## src/rtl/seg_scan_driver.sv

```systemverilog
// seg_scan_driver: time-multiplexed 8-digit seven-segment scanner.
// Three 6-bit field codes (left/middle/right) are captured once per frame
// and decoded into two characters each; digits 6 and 7 are always blank.
// Optional build macro SEG_BLANK_EN: inserts a BLANK_CYC-cycle dark gap at
// the start of every digit slot to suppress ghosting.
module seg_scan_driver #(
  parameter int CLK_HZ    = 100000000,
  parameter int SCAN_HZ   = 1000,
  parameter int BLANK_CYC = 2
) (
  input  logic       cp,
  input  logic       nCR,
  input  logic [5:0] left,
  input  logic [5:0] middle,
  input  logic [5:0] right,
  output logic [7:0] showLeft,
  output logic [7:0] showRight
);

  localparam int DIV = CLK_HZ / SCAN_HZ;
  localparam int PW  = (DIV > 1) ? $clog2(DIV) : 1;

  // Elaboration-time sanity check on the divider configuration.
  if (DIV < 4 || BLANK_CYC < 0) begin : g_cfg_check
    $error("seg_scan_driver: DIV must be >= 4 and BLANK_CYC non-negative");
  end

  localparam logic [7:0] CH_H     = 8'h76;
  localparam logic [7:0] CH_E     = 8'h79;
  localparam logic [7:0] CH_L     = 8'h38;
  localparam logic [7:0] CH_O     = 8'h3F;
  localparam logic [7:0] CH_P     = 8'h73;
  localparam logic [7:0] CH_A     = 8'h77;
  localparam logic [7:0] CH_R     = 8'h50;
  localparam logic [7:0] CH_DASH  = 8'h40;
  localparam logic [7:0] CH_BLANK = 8'h00;
  localparam logic [7:0] CH_FULL  = 8'hFF;

  // Decimal digit to segment pattern (dp off).
  function automatic logic [7:0] digit_seg(input logic [3:0] d);
    logic [7:0] s;
    case (d)
      4'd0:    s = 8'h3F;
      4'd1:    s = 8'h06;
      4'd2:    s = 8'h5B;
      4'd3:    s = 8'h4F;
      4'd4:    s = 8'h66;
      4'd5:    s = 8'h6D;
      4'd6:    s = 8'h7D;
      4'd7:    s = 8'h07;
      4'd8:    s = 8'h7F;
      4'd9:    s = 8'h6F;
      default: s = CH_BLANK;
    endcase
    return s;
  endfunction

  // Field code to the character shown on its tens or ones digit.
  // The decimal split is a compare chain, so no divider is built.
  function automatic logic [7:0] code_seg(input logic [5:0] code, input logic tens);
    logic [7:0] s;
    logic [3:0] t;
    logic [5:0] base;
    s = CH_BLANK;
    if (code <= 6'd54) begin
      if      (code >= 6'd50) begin t = 4'd5; base = 6'd50; end
      else if (code >= 6'd40) begin t = 4'd4; base = 6'd40; end
      else if (code >= 6'd30) begin t = 4'd3; base = 6'd30; end
      else if (code >= 6'd20) begin t = 4'd2; base = 6'd20; end
      else if (code >= 6'd10) begin t = 4'd1; base = 6'd10; end
      else                    begin t = 4'd0; base = 6'd0;  end
      s = tens ? digit_seg(t) : digit_seg(4'(code - base));
    end else begin
      case (code)
        6'd55:   s = CH_BLANK;
        6'd56:   s = CH_FULL;
        6'd57:   s = tens ? CH_P : CH_A;
        6'd58:   s = tens ? CH_E : CH_R;
        6'd59:   s = tens ? CH_H : CH_E;
        6'd60:   s = CH_L;
        6'd61:   s = tens ? CH_O : CH_BLANK;
        default: s = CH_DASH;
      endcase
    end
    return s;
  endfunction

  logic [PW-1:0] presc_q, presc_d;
  logic [2:0]    idx_q, idx_d, idx_nxt;
  logic          tick, wrap;
  logic [5:0]    left_q, middle_q, right_q;
  logic [5:0]    cur_l, cur_m, cur_r, slot_code;
  logic [7:0]    slot_seg, slot_an;
  logic [7:0]    seg_q, an_q;

  // Prescaler, slot index and frame-wrap detection.
  always_comb begin
    tick    = (presc_q == PW'(DIV - 1));
    presc_d = tick ? '0 : presc_q + 1'b1;
    idx_nxt = idx_q + 3'd1;
    idx_d   = tick ? idx_nxt : idx_q;
    wrap    = tick && (idx_q == 3'd7);
  end

  // Pattern for the slot about to start; at a wrap slot 0 must use the
  // codes being latched on this same edge, so bypass the shadow registers.
  always_comb begin
    cur_l     = wrap ? left   : left_q;
    cur_m     = wrap ? middle : middle_q;
    cur_r     = wrap ? right  : right_q;
    slot_code = 6'd55;
    case (idx_nxt[2:1])
      2'd0:    slot_code = cur_r;
      2'd1:    slot_code = cur_m;
      2'd2:    slot_code = cur_l;
      default: slot_code = 6'd55;
    endcase
    if (idx_nxt < 3'd6) begin
      slot_seg = code_seg(slot_code, idx_nxt[0]);
      slot_an  = ~(8'd1 << idx_nxt);
    end else begin
      slot_seg = CH_BLANK;
      slot_an  = 8'hFF;
    end
  end

  // Scan state and per-frame shadow capture of the field codes.
  always_ff @(posedge cp or negedge nCR) begin
    if (!nCR) begin
      presc_q  <= '0;
      idx_q    <= 3'd7;
      left_q   <= 6'd55;
      middle_q <= 6'd55;
      right_q  <= 6'd55;
    end else begin
      presc_q <= presc_d;
      idx_q   <= idx_d;
      if (wrap) begin
        left_q   <= left;
        middle_q <= middle;
        right_q  <= right;
      end
    end
  end

`ifdef SEG_BLANK_EN
  logic [PW-1:0] since_q;
  logic [7:0]    hold_seg_q, hold_an_q;

  // Dark for the first BLANK_CYC cycles of a slot, then the held pattern.
  always_ff @(posedge cp or negedge nCR) begin
    if (!nCR) begin
      since_q    <= '0;
      hold_seg_q <= CH_BLANK;
      hold_an_q  <= 8'hFF;
      seg_q      <= CH_BLANK;
      an_q       <= 8'hFF;
    end else if (tick) begin
      since_q    <= '0;
      hold_seg_q <= slot_seg;
      hold_an_q  <= slot_an;
      if (BLANK_CYC > 0) begin
        seg_q <= CH_BLANK;
        an_q  <= 8'hFF;
      end else begin
        seg_q <= slot_seg;
        an_q  <= slot_an;
      end
    end else begin
      if (since_q != PW'(DIV - 1)) since_q <= since_q + 1'b1;
      if ((BLANK_CYC > 0) && (since_q == PW'(BLANK_CYC - 1))) begin
        seg_q <= hold_seg_q;
        an_q  <= hold_an_q;
      end
    end
  end
`else
  // Anodes and segments switch directly at the slot tick.
  always_ff @(posedge cp or negedge nCR) begin
    if (!nCR) begin
      seg_q <= CH_BLANK;
      an_q  <= 8'hFF;
    end else if (tick) begin
      seg_q <= slot_seg;
      an_q  <= slot_an;
    end
  end
`endif

  assign showLeft  = seg_q;
  assign showRight = an_q;

endmodule
```

## config.mk

```make
export PLATFORM = sky130hd
export DESIGN_NAME = seg_scan_driver
export DESIGN_NICKNAME = d
export VERILOG_FILES = /design/src/rtl/seg_scan_driver.sv
export SDC_FILE = /design/constraint.sdc
export NUM_CORES = 1
export LEC_CHECK = 0
export BUFFER_PORTS_ARGS = -buffer_cell sky130_fd_sc_hd__clkbuf_2
export CORE_MARGIN = 4
export CORE_UTILIZATION = 30
export DETAILED_ROUTE_END_ITERATION = 8
export GPL_ROUTABILITY_DRIVEN = 0
export SYNTH_ARGS = -nofsm -noshare
export SYNTH_HDL_FRONTEND = slang
export SYNTH_SLANG_ARGS = --single-unit
```

## constraint.sdc

```tcl
create_clock -name cp -period 6.7 [get_ports cp]
set_clock_uncertainty 0.15 [all_clocks]
set_input_delay 1.005 -clock cp [delete_from_list [all_inputs] [get_ports cp]]
set_output_delay 1.005 -clock cp [all_outputs]
set_load 0.1 [all_outputs]
```

Word level (Yosys, flattened, before mapping) --
Memory sizes are Yosys's and may differ from the RTL's. Index checks and enable logic that the tools add are counted.
Cells by class: multiplexer cells 28, equal/unequal tests 11, reduce and logical (&&, ||, !) cells 2, $add $sub $neg 3, order comparisons 7, shifts and indexed selects 1, bitwise gates (word level) 1
Operators with widths (count):
- $pmux W8 S7 | 1
- $eq A6 B6 Y1 const B | 7
- $mux W4 | 10
- $mux W8 | 4
- $mux W6 | 5
- $pmux W6 S3 | 1
- $add A17 B1 Y17 const B | 1
- $eq A17 B17 Y1 const B | 1
- $mux W17 | 1
- $ge A6 B5 Y1 const B | 2
- $ge A6 B6 Y1 const B | 2
- $mux W3 | 3
- $not A8 Y8 | 1
- $shl A1 B3 Y8 const A | 1
- $ge A6 B4 Y1 const B | 1
- $le A6 B6 Y1 const B | 1
- $mux W2 | 2
- $sub A4 B4 Y4 | 1
- $add A3 B1 Y3 const B | 1
- $eq A3 B3 Y1 const B | 1
- $lt A3 B3 Y1 const B | 1
- $eq A2 B1 Y1 const B | 1
- $eq A2 B2 Y1 const B | 1
- $logic_not A2 Y1 | 1
- 2 further kinds | 2
Word-level totals: memory bits (read-only) 224, memories kept 2, output and inout bits 16, register bits 54
Memories:
- (name not given) | words 16, width 7, read ports 1, clocked after memory_dff 0, write ports 0, RTL line 42 | case (d)
- (name not given) | words 16, width 7, read ports 1, clocked after memory_dff 0, write ports 0, RTL line 42

Logic depth before layout (Yosys ltp) --
An unclocked memory read counts as a cell.
word-level depth 17, mapped depth 23, gate-level depth less buffers 19

Worst setup path before layout --
OpenSTA, ideal clock, no wires.
path kind register -> register, start point register idx_q[0], end point register seg_q[0], in the netlist showLeft[0], arrival time 4.437 ns, path slack 2.018 ns, setup time 0.095 ns, cell stages (with the launch flop) 18, buffers on the path 4, cells stage by stage dfstp_2 -> clkbuf_1 -> clkinv_1 -> ha_1 -> clkbuf_1 -> nand2b_1 -> a21oi_1 -> a221oi_2 -> clkbuf_1 -> nand2_1 -> o21ai_0 -> xor2_1 -> ha_1 -> clkbuf_1 -> mux2_2 -> nor4_1 -> nor4_1 -> o31ai_1
RTL lines:
- start, declared | RTL line 89 | logic [2:0] idx_q, idx_d, idx_nxt;
- start signal, assigned | RTL line 137 | idx_q <= idx_d;
- $add A3 B1 Y3 * | RTL line 100 | idx_nxt = idx_q + 3'd1;
- via idx_nxt[0] | RTL line 89
- $mux W6, or another cell as far along | RTL line 81 | 6'd61: s = tens ? CH_O : CH_BLANK;
- $pmux W8 S7 | RTL line 74 | case (code)
- $mux W8 | RTL line 65 | if (code <= 6'd54) begin
- $mux W8 * | RTL line 118 | if (idx_nxt < 3'd6) begin
- end signal, assigned | RTL line 184 | seg_q <= slot_seg;
- end, declared | RTL line 94 | logic [7:0] seg_q, an_q;
The timed path passes the listed nets; every way through them passes the cells marked *. The select of a mux whose other input is x is not followed. A chain may end at the register's enable or synchronous reset.

Final worst setup path --
start point register idx_q[0], end point register seg_q[0], in the netlist showLeft[0]
On the way: longest elaborated chain between the ends 17
RTL lines:
- $eq A3 B3 Y1 * | RTL line 102 | wrap = tick && (idx_q == 3'd7);
- $logic_and A1 B1 Y1 * | RTL line 102
- $mux W6 *
- via cur_m[3] | RTL line 92 | logic [5:0] cur_l, cur_m, cur_r, slot_code;
- $pmux W6 S3 * | RTL line 112 | case (idx_nxt[2:1])
- $ge A6 B4 Y1 | RTL line 70 | else if (code >= 6'd10) begin t = 4'd1; base = 6'd10; end
- $mux W4 | RTL line 70
- $mux W4 | RTL line 69 | else if (code >= 6'd20) begin t = 4'd2; base = 6'd20; end
- (+2 left out)
- $mux W4 | RTL line 66 | if (code >= 6'd50) begin t = 4'd5; base = 6'd50; end
- $mux W4 | RTL line 65
- $mux W4 | RTL line 118
- $sub A4 B4 Y4 | RTL line 72 | s = tens ? digit_seg(t) : digit_seg(4'(code - base));
- $mem_v2 Z16 W7
- $mux W8 | RTL line 72
- $mux W8 * | RTL line 65
- $mux W8 * | RTL line 118
Marks and branches as above.

==> metrics.md <==
| Metric | Value |
|---|---|
| Number of violations of the max-capacitance limit | `0` |
| Share of the cycle needed by the critical path after routing | `0.812` |
| Boundary pin count | `36` |
| Largest net degree at the start of global routing | `55` |
| Transition at the pin with the smallest max-transition slack | `1.04 ns` |
| CTS tree | `yes` |
| Start of the worst register-to-register path | `idx_q[0]` |
| RSZ-0062 raised after global routing | `false` |
| GRT Total Usage | `0.124` |
| Flip-flop and latch count after synthesis | `54` |
| CP startpoint kind | `register` |
| Hold Buf Count CTS | `0` |
| Detailed-route wire length per cell | `14.9 um` |
| Wire length reported by the detailed router | `7830 um` |
| Number of unique standard cell types used by synthesis | `65` |
| Slew Viols, Final | `0` |
| Violation count after the first detailed-routing iteration | `288` |
| DIE AREA | `0.0131 sq mm` |
| Cell count after synthesis | `358` |
| Number of antenna violations at the first check in global routing | `0` |
| Clk pin slew, worst setup/hold paths | `0.07 ns` |
| Synthesized area | `0.00341 sq mm` |
| CP Data Required Time | `6.71 ns` |
| Async set-reset flop share out of synthesis | `1.00` |
| Maximum root-to-sink buffer count | `2` |
| Vias in the first global route | `2633` |
| Clock tree sinks | `54` |
| Classification of the worst setup path | `register to register` |
| Number of buffers inserted by port buffering | `35` |
| Cell with the most instances on the worst path | `ha_1` |
| Total CTS buffers | `5` |
| Data arrival at the endpoint of the critical path | `5.46 ns` |
| Ratio of cells with drive above 1 in the final layout | `0.249` |
| Final hold viol count | `0` |
| Routed via count divided by cell count | `5.20` |
| Number of synthesized flops with an enable pin | `0` |
| Endpoints failing setup | `0` |
| Setup crit start | `idx_q[0]` |
| Crit-path max FO | `19` |
| DIE WIDTH | `115 um` |
| Setup TNS | `0 ns` |
| Initial standard-cell utilization of the core | `0.311` |
| Syn. warnings | `0` |
| Height of the die | `115 um` |
| Post-route antenna net violation count | `0` |
| Pwr/cell area | `156 mW/mm^2` |
| Post-synth top flop | `dfrtp_1` |
| Final nets | `425` |
| Half-perimeter wire length after detailed placement | `5910 um` |
| Number of antenna repair diodes | `0` |
| Max Freq | `0.184 GHz` |
| Syn Area/Cell | `9.53 sq um` |
| CP Cell Sequence | `ha_1, ha_1, inv_1, nor2_4, mux2_2, a221oi_2, nand2_1, o21ai_0, xor2_1, ha_1, nand2_1, a211oi_1, a211o_2, o211a_1, nor4_1, o31ai_1` |
| Crit end category | `register` |
| Utilization after layout | `0.350` |
| Tightest Hold Check Type | `register to register` |
| Maximum resistive drop on vdd | `98.2 uV` |
| Detailed-routing iteration count for the pre-antenna-repair pass | `5` |
| Relative slew slack | `0.304` |
| Hold path startpoint | `middle_q[0]` |
| Cell chosen for the clock root | `clkbuf_16` |
| # fillers | `1114` |
| Total leakage power | `0.00172 uW` |
| Slowest library cell on the worst path | `a221oi_2` |
| Result of the run | `finished clean` |
| Layout Area Growth over Synthesis | `12.5%` |
| Shortest clock period the worst path allows after layout | `5.44 ns` |
| Total nets after synthesis | `398` |
| Sequential element share of the synthesized area | `0.405` |
| CORE AREA | `0.0110 sq mm` |
| Later-pin clock latency in the skew report | `0.28 ns` |
| Global-route wire length before repair | `13300 um` |
| Largest incremental delay on the critical path | `0.77 ns` |
| CTS H-tree depth | `2` |
| Rows | `38` |
| Resized cells post-CTS | `0` |
| Detailed-route DRC error count | `0` |
| Overflow after GRT | `0` |
| Number of setup buffers added after CTS | `0` |
| Total vias in the final route | `2736` |
## layout by cell type (no fill, tap or decap), types with 9 or more instances in the layout
cell / n
nand3_1: 13
clkbuf_2: 35
a21oi_1: 16
nand2_1: 45
nor2_1: 33
o21ai_0: 18
dfrtp_1: 28
inv_1: 13
xor2_1: 9
dfstp_2: 26
xnor2_1: 11
ha_1: 20
## stage by stage
stage	cell area, sq um	hold WS [ns]	total power [uW]	worst slack (ns)	std cells
3_3_place_gp	3690	0.291	346	1.38	518
3_5_place_dp	3690	0.296	346	1.21	518
2_1_floorplan	3410	0.282	332	2.02	358
5_1_grt	3840	0.318	624	0.606	526
6_report	3840	0.304	599	1.26	526
4_1_cts	3840	0.305	607	1.18	526
## sequential cells by signal, indices dropped and copies added, names as in the netlist
register / flops
presc_q: 17
showLeft: 8
showRight: 8
left_q: 6
middle_q: 6
right_q: 6
idx_q: 3
## layout make-up
| class | count | area, sq um | area share |
|---|---|---|---|
| clock buffer | 7 | 143 | 0.0372 |
| clock inverter | 1 | 5.00 | 0.00130 |
| inverter | 15 | 56.3 | 0.0147 |
| multi-input combinational | 272 | 1890 | 0.491 |
| sequential | 54 | 1380 | 0.360 |
| tap | 140 | 175 | 0.0456 |
| timing repair buffer | 37 | 190 | 0.0495 |
## final timing paths
path / to / slack (ns) / cells past startpoint
max in group asynchronous: showLeft[4] / 5.25 / 2
setup / recovery: showLeft[0] / 1.26 / 16
setup reg to reg: showLeft[0] / 1.26 / 16
min in group asynchronous: presc_q[4] / 0.68 / 2
hold / removal: middle_q[0] / 0.30 / 2
hold reg to reg: middle_q[0] / 0.30 / 2
## cells in the mapped netlist (8+ instances only)
master | count | area (sq um)
xor2_1 | 9 | 78.8
mux2_2 | 8 | 90.1
a21oi_1 | 16 | 80.1
clkbuf_1 | 10 | 37.5
dfrtp_1 | 28 | 701
dfstp_2 | 26 | 683
o21ai_0 | 18 | 90.1
inv_1 | 13 | 48.8
a31oi_1 | 8 | 50.1
nor2_1 | 33 | 124
xnor2_1 | 11 | 96.3
ha_1 | 20 | 250
nand3_1 | 13 | 65.1
nand2_1 | 45 | 169
## power breakdown
group / switching (uW) / internal (uW) / leakage (uW)
combinational: 8.53 / 4.40 / 0.00103
clock: 111 / 148 / 0.0000739
sequential: 0 / 327 / 0.000615
## metal layers
metal / vias up / GRT usage / wire length [um]
met4: 0 / 0.0420 / 105
met5: - / 0 / 0
met1: 1323 / 0.184 / 3980
met3: 8 / 0.0211 / 323
li1: 1335 / - / -
met2: 70 / 0.181 / 3410
## logic make-up (layout without fill, tap and decap cells)
family / after synthesis / count (layout) / synth area share
xor gates and xnor gates: 20 / 20 / 0.0513
AOI/OAI and AO/OA: 92 / 92 / 0.188
and+or+nand+nor: 127 / 127 / 0.188
muxes: 13 / 13 / 0.0521
adders and majority gates: 20 / 20 / 0.0733
buffers and inverters: 32 / 60 / 0.0422
DFF: 54 / 54 / 0.405
## critical path: cells and delay by family, from the launching register on
family                   cells  cell delay (ns)
XOR/XNOR                     1             0.14
AND/OR/NAND/NOR              4             0.84
multiplexers                 1             0.42
adder cells (fa/ha/maj)      3             0.77
buffers and inverters        1             0.15
flip-flops                   1             0.75
AO/OA/AOI/OAI                6             2.10
(Power assumes the default switching activity.)
